## config.mk

```make
export PLATFORM = sky130hd
export DESIGN_NAME = load_store_unit
export DESIGN_NICKNAME = d
export VERILOG_FILES = /design/src/rtl/load_store_unit.sv
export SDC_FILE = /design/constraint.sdc
export NUM_CORES = 1
export LEC_CHECK = 0
export CORE_ASPECT_RATIO = 0.8
export CORE_MARGIN = 4
export CORE_UTILIZATION = 48
export DETAILED_ROUTE_END_ITERATION = 10
export GPL_TIMING_DRIVEN = 0
export PLACE_DENSITY = 0.86
export SLEW_MARGIN = 5
export SYNTH_ARGS = -nofsm -noshare
export SYNTH_HDL_FRONTEND = slang
export SYNTH_SLANG_ARGS = --single-unit
```

## constraint.sdc

```tcl
create_clock -name clk -period 2.39 [get_ports clk]
set_clock_uncertainty 0.05 [all_clocks]
set_input_delay 0.478 -clock clk [delete_from_list [all_inputs] [get_ports clk]]
set_output_delay 0.478 -clock clk [all_outputs]
set_load 0.02 [all_outputs]
```

## src/rtl/load_store_unit.sv

```systemverilog
// Load/store unit: accepts one core memory request at a time, performs aligned loads,
// word stores and read-modify-write sub-word stores against a single-port data memory.
module load_store_unit #(
   parameter int unsigned MEM_WORDS = 32
) (
   input  logic        clk,
   input  logic        reset,
   input  logic        req_valid,
   output logic        req_ready,
   input  logic        req_we,
   input  logic [2:0]  req_funct3,
   input  logic [31:0] req_addr,
   input  logic [31:0] req_wdata,
   output logic        resp_valid,
   output logic [31:0] resp_rdata,
   output logic        resp_err,
   output logic        busy,
   output logic        mem_rd_en,
   output logic        mem_wr_en,
   output logic [31:0] mem_addr,
   output logic [31:0] mem_wdata,
   input  logic [31:0] mem_rdata
);

   // Out-of-range word indices are passed through; the depth only has to be meaningful.
   if (MEM_WORDS == 0) begin : g_bad_depth
      $error("load_store_unit: MEM_WORDS must be nonzero");
   end

   typedef enum logic [2:0] {
      S_IDLE,
      S_ACCESS,
      S_RMW_RD,
      S_RMW_WR,
      S_RESP
   } state_t;

   state_t      r_state;
   state_t      w_state_n;

   logic        r_we;
   logic [2:0]  r_funct3;
   logic [31:0] r_addr;
   logic [31:0] r_wdata;

   logic        r_req_ready;
   logic        r_busy;
   logic        r_mem_rd_en;
   logic        r_mem_wr_en;
   logic [31:0] r_mem_addr;
   logic [31:0] r_mem_wdata;
   logic        r_resp_valid;
   logic [31:0] r_resp_rdata;
   logic        r_resp_err;

   logic        w_accept;
   logic        w_illegal;
   logic        w_rmw;
   logic        w_we_cur;
   logic [31:0] w_addr_cur;
   logic [31:0] w_wdata_cur;

   function automatic logic f_illegal(input logic we, input logic [2:0] f3, input logic [1:0] a);
      logic bad;
      case (f3)
         3'b000:  bad = 1'b0;
         3'b001:  bad = a[0];
         3'b010:  bad = (a != 2'b00);
         3'b100:  bad = we;
         3'b101:  bad = we | a[0];
         default: bad = 1'b1;
      endcase
      return bad;
   endfunction

   // Replace the addressed byte (f3[0]=0) or halfword (f3[0]=1) lane of the old word.
   function automatic logic [31:0] f_merge(input logic [31:0] old, input logic [2:0] f3,
                                           input logic [1:0] a, input logic [31:0] wd);
      logic [31:0] base;
      logic [4:0]  sh;
      base = f3[0] ? 32'h0000_FFFF : 32'h0000_00FF;
      sh   = f3[0] ? 5'({a[1], 4'b0000}) : 5'({a, 3'b000});
      return (old & ~(base << sh)) | ((wd & base) << sh);
   endfunction

   function automatic logic [31:0] f_extend(input logic [31:0] word, input logic [2:0] f3,
                                            input logic [1:0] a);
      logic [31:0] sw;
      logic [31:0] res;
      sw = word >> 5'({a, 3'b000});
      case (f3)
         3'b000:  res = {{24{sw[7]}}, sw[7:0]};
         3'b001:  res = {{16{sw[15]}}, sw[15:0]};
         3'b100:  res = {24'h0, sw[7:0]};
         3'b101:  res = {16'h0, sw[15:0]};
         default: res = word;
      endcase
      return res;
   endfunction

   assign w_accept    = req_valid && r_req_ready;
   assign w_illegal   = f_illegal(req_we, req_funct3, req_addr[1:0]);
   assign w_rmw       = req_we && (req_funct3[2:1] == 2'b00);
   assign w_we_cur    = w_accept ? req_we    : r_we;
   assign w_addr_cur  = w_accept ? req_addr  : r_addr;
   assign w_wdata_cur = w_accept ? req_wdata : r_wdata;

   always_ff @(posedge clk or negedge reset) begin
      if (!reset) r_state <= S_IDLE;
      else        r_state <= w_state_n;
   end

   always_comb begin
      w_state_n = r_state;
      case (r_state)
         S_IDLE: begin
            if (w_accept) begin
               if (w_illegal)  w_state_n = S_RESP;
               else if (w_rmw) w_state_n = S_RMW_RD;
               else            w_state_n = S_ACCESS;
            end
         end
         S_ACCESS: w_state_n = S_RESP;
         S_RMW_RD: w_state_n = S_RMW_WR;
         S_RMW_WR: w_state_n = S_RESP;
         S_RESP:   w_state_n = S_IDLE;
         default:  w_state_n = S_IDLE;
      endcase
   end

   // Request capture; inputs are ignored after the accept edge.
   always_ff @(posedge clk or negedge reset) begin
      if (!reset) begin
         r_we     <= 1'b0;
         r_funct3 <= 3'b000;
         r_addr   <= 32'h0;
         r_wdata  <= 32'h0;
      end else if (w_accept) begin
         r_we     <= req_we;
         r_funct3 <= req_funct3;
         r_addr   <= req_addr;
         r_wdata  <= req_wdata;
      end
   end

   // Outputs are decoded from the next state so they line up with the state they describe.
   always_ff @(posedge clk or negedge reset) begin
      if (!reset) begin
         r_req_ready  <= 1'b0;
         r_busy       <= 1'b0;
         r_mem_rd_en  <= 1'b0;
         r_mem_wr_en  <= 1'b0;
         r_mem_addr   <= 32'h0;
         r_mem_wdata  <= 32'h0;
         r_resp_valid <= 1'b0;
         r_resp_rdata <= 32'h0;
         r_resp_err   <= 1'b0;
      end else begin
         r_req_ready  <= (w_state_n == S_IDLE);
         r_busy       <= (w_state_n != S_IDLE);
         r_mem_rd_en  <= ((w_state_n == S_ACCESS) && !w_we_cur) || (w_state_n == S_RMW_RD);
         r_mem_wr_en  <= ((w_state_n == S_ACCESS) && w_we_cur) || (w_state_n == S_RMW_WR);
         r_mem_addr   <= {2'b00, w_addr_cur[31:2]};
         r_resp_valid <= (w_state_n == S_RESP);
         if (w_state_n == S_ACCESS) begin
            r_mem_wdata <= w_wdata_cur;
         end else if (w_state_n == S_RMW_WR) begin
            r_mem_wdata <= f_merge(mem_rdata, r_funct3, r_addr[1:0], r_wdata);
         end
         if (w_state_n == S_RESP) begin
            if (r_state == S_IDLE) begin
               r_resp_err   <= 1'b1;
               r_resp_rdata <= 32'h0;
            end else if ((r_state == S_ACCESS) && !r_we) begin
               r_resp_err   <= 1'b0;
               r_resp_rdata <= f_extend(mem_rdata, r_funct3, r_addr[1:0]);
            end else begin
               r_resp_err   <= 1'b0;
               r_resp_rdata <= 32'h0;
            end
         end
      end
   end

   assign req_ready  = r_req_ready;
   assign busy       = r_busy;
   assign mem_rd_en  = r_mem_rd_en;
   assign mem_wr_en  = r_mem_wr_en;
   assign mem_addr   = r_mem_addr;
   assign mem_wdata  = r_mem_wdata;
   assign resp_valid = r_resp_valid;
   assign resp_rdata = r_resp_rdata;
   assign resp_err   = r_resp_err;

endmodule
```

# Yosys cells after proc, flatten, opt, wreduce, memory -nomap -nowiden
# Index checks and enable logic that the tools add are counted.
[classes] n_eq_ne=14 n_reduce_logical=18 n_bitwise=5 n_shift=3 n_mux=15
[ops] cell="$mux W32" count=5
[ops] cell="$pmux W32 S4" count=1
[ops] cell="$and A32 B16 Y32" count=1
[ops] cell="$and A32 B32 Y32" count=1
[ops] cell="$not A32 Y32" count=1
[ops] cell="$or A32 B32 Y32" count=1
[ops] cell="$shl A16 B5 Y32" count=1
[ops] cell="$shl A32 B5 Y32" count=1
[ops] cell="$shr A32 B5 Y16" count=1
[ops] cell="$mux W16" count=1
[ops] cell="$eq A3 B2 Y1 const B" count=5
[ops] cell="$eq A3 B3 Y1 const B" count=5
[ops] cell="$eq A3 B1 Y1 const B" count=4
[ops] cell="$logic_not A3 Y1" count=4
[ops] cell="$pmux W3 S3" count=1
[ops] cell="$mux W3" count=2
[ops] cell="$logic_and A1 B1 Y1" count=5
[ops] cell="$pmux W1 S5" count=1
[ops] cell="$mux W4" count=1
[ops] cell="$reduce_bool A2 Y1" count=2
[ops] cell="$reduce_bool A3 Y1" count=1
[ops] cell="$logic_not A1 Y1" count=2
[ops] cell="$logic_not A2 Y1" count=1
[ops] cell="$logic_or A1 B1 Y1" count=2
[ops] cell="other kinds (4)" count=5
[word_totals] in_bits=103 output_inout_bits=102 regBits=141 wordCells=69

# Longest topological paths before layout
[depth] depth_word=9 mapped_depth=7 mapped_depth_nobuf=5

# Least setup slack after synthesis
# OpenSTA, ideal clock, no wires.
[synth_path] kind="input -> register" from="in req_funct3[2]" to="reg r_mem_wdata[0] (netlist: mem_wdata[0])" path_slack_ns=-0.002 t_arrival_ns=2.250 path_stages=7 setup_time_ns=0.092 cell_sequence="or4_1 > buf_2 > a2111oi_4 > nor2_2 > buf_6 > buf_6 > o31ai_2"
[synth_between] elab_chain_len=8
[synth_rtl] element="start: declaration" line_no="11" source="input logic [2:0] req_funct3,"
[synth_rtl] element="parallel branches: the longest is 3 deep, another holds $pmux W1 S5"
[synth_rtl] element="$mux W3 *" line_no="118" source="if (w_illegal) w_state_n = S_RESP;"
[synth_rtl] element="$mux W3 *" line_no="117" source="if (w_accept) begin"
[synth_rtl] element="$pmux W3 S3 *" line_no="115" source="case (r_state)"
[synth_rtl] element="$eq A3 B1 Y1 / $eq A3 B2 Y1 (equally long branches)" line_no="165, 167"
[synth_rtl] element="$mux W32 / $reduce_bool A2 Y1 (equally long branches)"
[synth_rtl] element="end signal: assignment" line_no="166" source="r_mem_wdata <= w_wdata_cur;"
[synth_rtl] element="end signal: assignment" line_no="168" source="r_mem_wdata <= f_merge(mem_rdata, r_funct3, r_addr[1:0], r_wdata);"
[synth_rtl] element="end: declaration" line_no="51" source="logic [31:0] r_mem_wdata;"
# Every way passes the cells marked *.
# A chain may end at the register's enable or synchronous reset.

# Worst setup path in the final report
[layout_path] from="in req_addr[1]" to="reg r_mem_wdata[0] (netlist: mem_wdata[0])"
[layout_between] elab_chain_len=7
[layout_rtl] element="start: declaration" line_no="12" source="input logic [31:0] req_addr,"
[layout_rtl] element="$reduce_bool A2 Y1 *" line_no="68" source="3'b010: bad = (a != 2'b00);"
[layout_rtl] element="$pmux W1 S5 *" line_no="65" source="case (f3)"
[layout_rtl] element="$mux W3 *" line_no="118"
[layout_rtl] element="$mux W3 *" line_no="117"
[layout_rtl] element="$pmux W3 S3 *" line_no="115"
[layout_rtl] element="$eq A3 B1 Y1 / $eq A3 B2 Y1 (equally long branches)" line_no="165, 167"
[layout_rtl] element="$mux W32 / $reduce_bool A2 Y1 (equally long branches)"
# Every way passes the cells marked *; elsewhere a longest branch is shown, timed or not.

==> impl_metrics.ini <==
[clocking]
clk_pin_slew_worst_paths_ps = 60
clk_path_buf_depth = 2
cts.htree.levels = 4
cts-root-buf = clkbuf_16
cts.sinks = 141
clock_latency_ps = 420
cts_tree = done
numCtsBuffers = 17

[timing]
hold_violations = 0
relSlewSlack_pct = 50.2
fmax_mhz = 427
fin_crit_ps = 2340
rsz0062_at_grt = false
tightest_slew_ps = 746
fin_crit_sh_pct = 98.1
slew_violations = 0
setup_viol = 0

[grt]
use_met1_pct = 38.0
grtUsageMet2_pct = 45.3
grt_pass1_vias = 6726
grt_max_degree = 96
top_usage_layer = met2
grt_pass1_wl_um = 38400
grt_usage_pct = 28.5
grt_overflow = 0
antenna_found_initial = 0
use_met3_pct = 8.51

[placed_design]
post-place-cells = 1046
post-dp-hpwl_um = 18000
gp_congestion = 0.944
port_buffers = 202

[synth]
synth_commonest_cells = 141 x dfrtp_1, 65 x mux2_2, 49 x clkbuf_1, 35 x nand2_1, 35 x nand3_1
ys_seq_area_share_pct = 48.9
synth_edf_count = 0
syn_avg_cell_area_um2 = 11.0
yosysWarnings = 0
syn-instance-count = 658
syn_area_mm2 = 0.00722
yosysTopAreaCell = dfrtp_1
synth_top_cell_area_share_pct = 48.9
synth_area_leaders = dfrtp_1 49%, mux2_2 10%, buf_4 3.3%, o221ai_1 2.7%, clkbuf_1 2.5%
ys_async_sr_fraction_pct = 100
yosysMostFrequentCell = dfrtp_1
synth_cell_types = 49
yosys_most_used_dff = dfrtp_1
synth-seq-cells = 141

[cells_and_area]
diodes = 0
fin_nets = 986
instances_no_fill = 1078
area_growth_pct = 42.0
drive_gt1_share_pct = 21.0

[pwr]
p_total_uw = 13000
power_density_mw_per_mm2 = 1260
p_leak_uw = 0.00435
ir_drop_uv = 839

[worst_setup_path]
crit_type = input pin to flop
start_kind = input pin
path_delay_family = buffers and inverters
cp_max_fo = 10
path_buf_inv = 4
cp_common_cell = buf_6
cp-end-kind = flop
path_cells = clkdlybuf4s50_1 -> or4_4 -> buf_6 -> a2111oi_4 -> nor2_2 -> buf_6 -> buf_6 -> o31ai_4
cp.required_ps = 2660
critPathSlowestCell = clkdlybuf4s50_1
arrival_ps = 2620
max_stage_delay_ps = 440

[floorplan]
die_w_um = 145
die_h_um = 118
rows = 39
start_util_pct = 49.8
io_pins = 205
core_area_mm2 = 0.0145
die_area_mm2 = 0.0171

[drt]
drt_iter0_markers = 774
vias = 6578
avgRoutedWirePerCell_um = 22.9
postRouteAntennaNets = 0
finalWirelength_um = 24700
first_pass_iters = 5
via_per_inst = 6.10
drc = 0

[outcome]
status = finished, final reports clean

[hold_path]
hp-class = input pin to flop

[run]
cap_violations = 0
-- where the power goes --
| part | internal, uW | switching [uW] |
|---|---|---|
| Sequential | 3390 | 667 |
| Clock | 1470 | 1020 |
| Combinational | 3080 | 3340 |
-- final cells by class --
cell class / instances / area, um^2
clock inverters: 10 / 91.3
flip-flops and latches: 141 / 3530
repair buffers: 209 / 2100
clock buffers: 20 / 457
plain buffers: 91 / 558
inverters: 10 / 37.5
fillers: 1043 / 4240
multi-input cells: 413 / 3250
well taps: 184 / 230
-- cell usage in the layout, fill, tap and decap left out, types with 8 or more instances in the layout --
cell type / Yosys / routed
o221ai_1: 22 / 22
a221o_1: 17 / 16
clkbuf_2: 0 / 10
nor3_1: 33 / 33
buf_4: 32 / 40
mux2i_1: 18 / 18
or3_1: 8 / 8
nor2_1: 8 / 8
o21ai_0: 15 / 15
a21boi_0: 8 / 8
nor3b_1: 9 / 9
o31ai_1: 9 / 9
nand2_1: 35 / 35
a31oi_1: 16 / 16
clkdlybuf4s50_1: 0 / 197
nand3_1: 35 / 35
mux2_2: 65 / 65
o21bai_1: 15 / 15
clkbuf_1: 49 / 31
clkbuf_16: 0 / 17
inv_1: 9 / 9
nor2b_1: 11 / 11
and3_1: 9 / 9
dfrtp_1: 141 / 141
-- worst min-delay path, stage by stage --
cell and delay [ps]:
dlymetal6s2s_1 170, mux2i_1 150, inv_1 70
-- registers in the layout, indices dropped and copies added (netlist names) --
| register | count |
|---|---|
| busy | 1 |
| mem_addr | 30 |
| mem_rd_en | 1 |
| mem_wdata | 32 |
| mem_wr_en | 1 |
| r_addr | 2 |
| r_funct3 | 3 |
| r_state | 3 |
| r_wdata | 32 |
| r_we | 1 |
| req_ready | 1 |
| resp_err | 1 |
| resp_rdata | 32 |
| resp_valid | 1 |
-- through the flow --
stage / setup slack (ps) / hold WS (ps) / utilization (%) / cell area (um^2) / TNS, ps
2_1_floorplan: 51.4 / 132 / - / 7220 / 0
3_3_place_gp: -4750 / 401 / 65.4 / 9480 / -721240
3_5_place_dp: -934 / 388 / 65.6 / 9500 / -59940
4_1_cts: 8.76 / 432 / 70.6 / 10200 / 0
5_1_grt: 10.6 / 454 / 70.7 / 10200 / 0
6_report: 46.0 / 428 / 70.7 / 10200 / 0
-- repair_timing --
action | CTS | global route
setup endpoints to repair | 73 | 51
gates resized for setup | 42 | 20
pin swaps | 6 | 2
endpoints found under the hold margin | 46 | 0
buffers inserted | 4 | 0
cloned | 1 | 0
hold buffers | 1 | 0
-- kinds of logic (layout without fill, tap and decap cells) --
logic type,count (synthesis),after routing,synth area share [%]
AND/OR/NAND/NOR,168,168,12.3
multiplexers,85,85,13.3
other,1,2,0.0519
AO/OA/AOI/OAI,158,158,18.0
flip-flops,141,141,48.9
buffers and inverters,105,340,7.47
-- path summary, 6_finish.rpt --
check,cells past startpoint,from,slack (ps),end
worst max-delay path,8,req_addr[1],50,mem_wdata[0]$_DFFE_PN0P_
worst min-delay path,3,req_we,430,r_we$_DFF_PN0_
worst max register to register,5,r_state[2]$_DFF_PN0_,90,resp_rdata[29]$_DFFE_PN0P_
worst min register to register,2,resp_rdata[1]$_DFFE_PN0P_,430,resp_rdata[1]$_DFFE_PN0P_
max in group asynchronous,3,reset,980,mem_wdata[9]$_DFFE_PN0P_
min in group asynchronous,2,reset,490,mem_addr[28]$_DFFE_PN0P_
-- routing by layer --
layer  up-vias  wire length [um]  share of wire, %
met5         -                 0                 0
met1      3206              9950                40
met4         0               593               2.4
met3        61              2680                11
li1       2886                 -                 -
met2       425             11500                46
No activity file was read; power rests on OpenSTA's default activity.
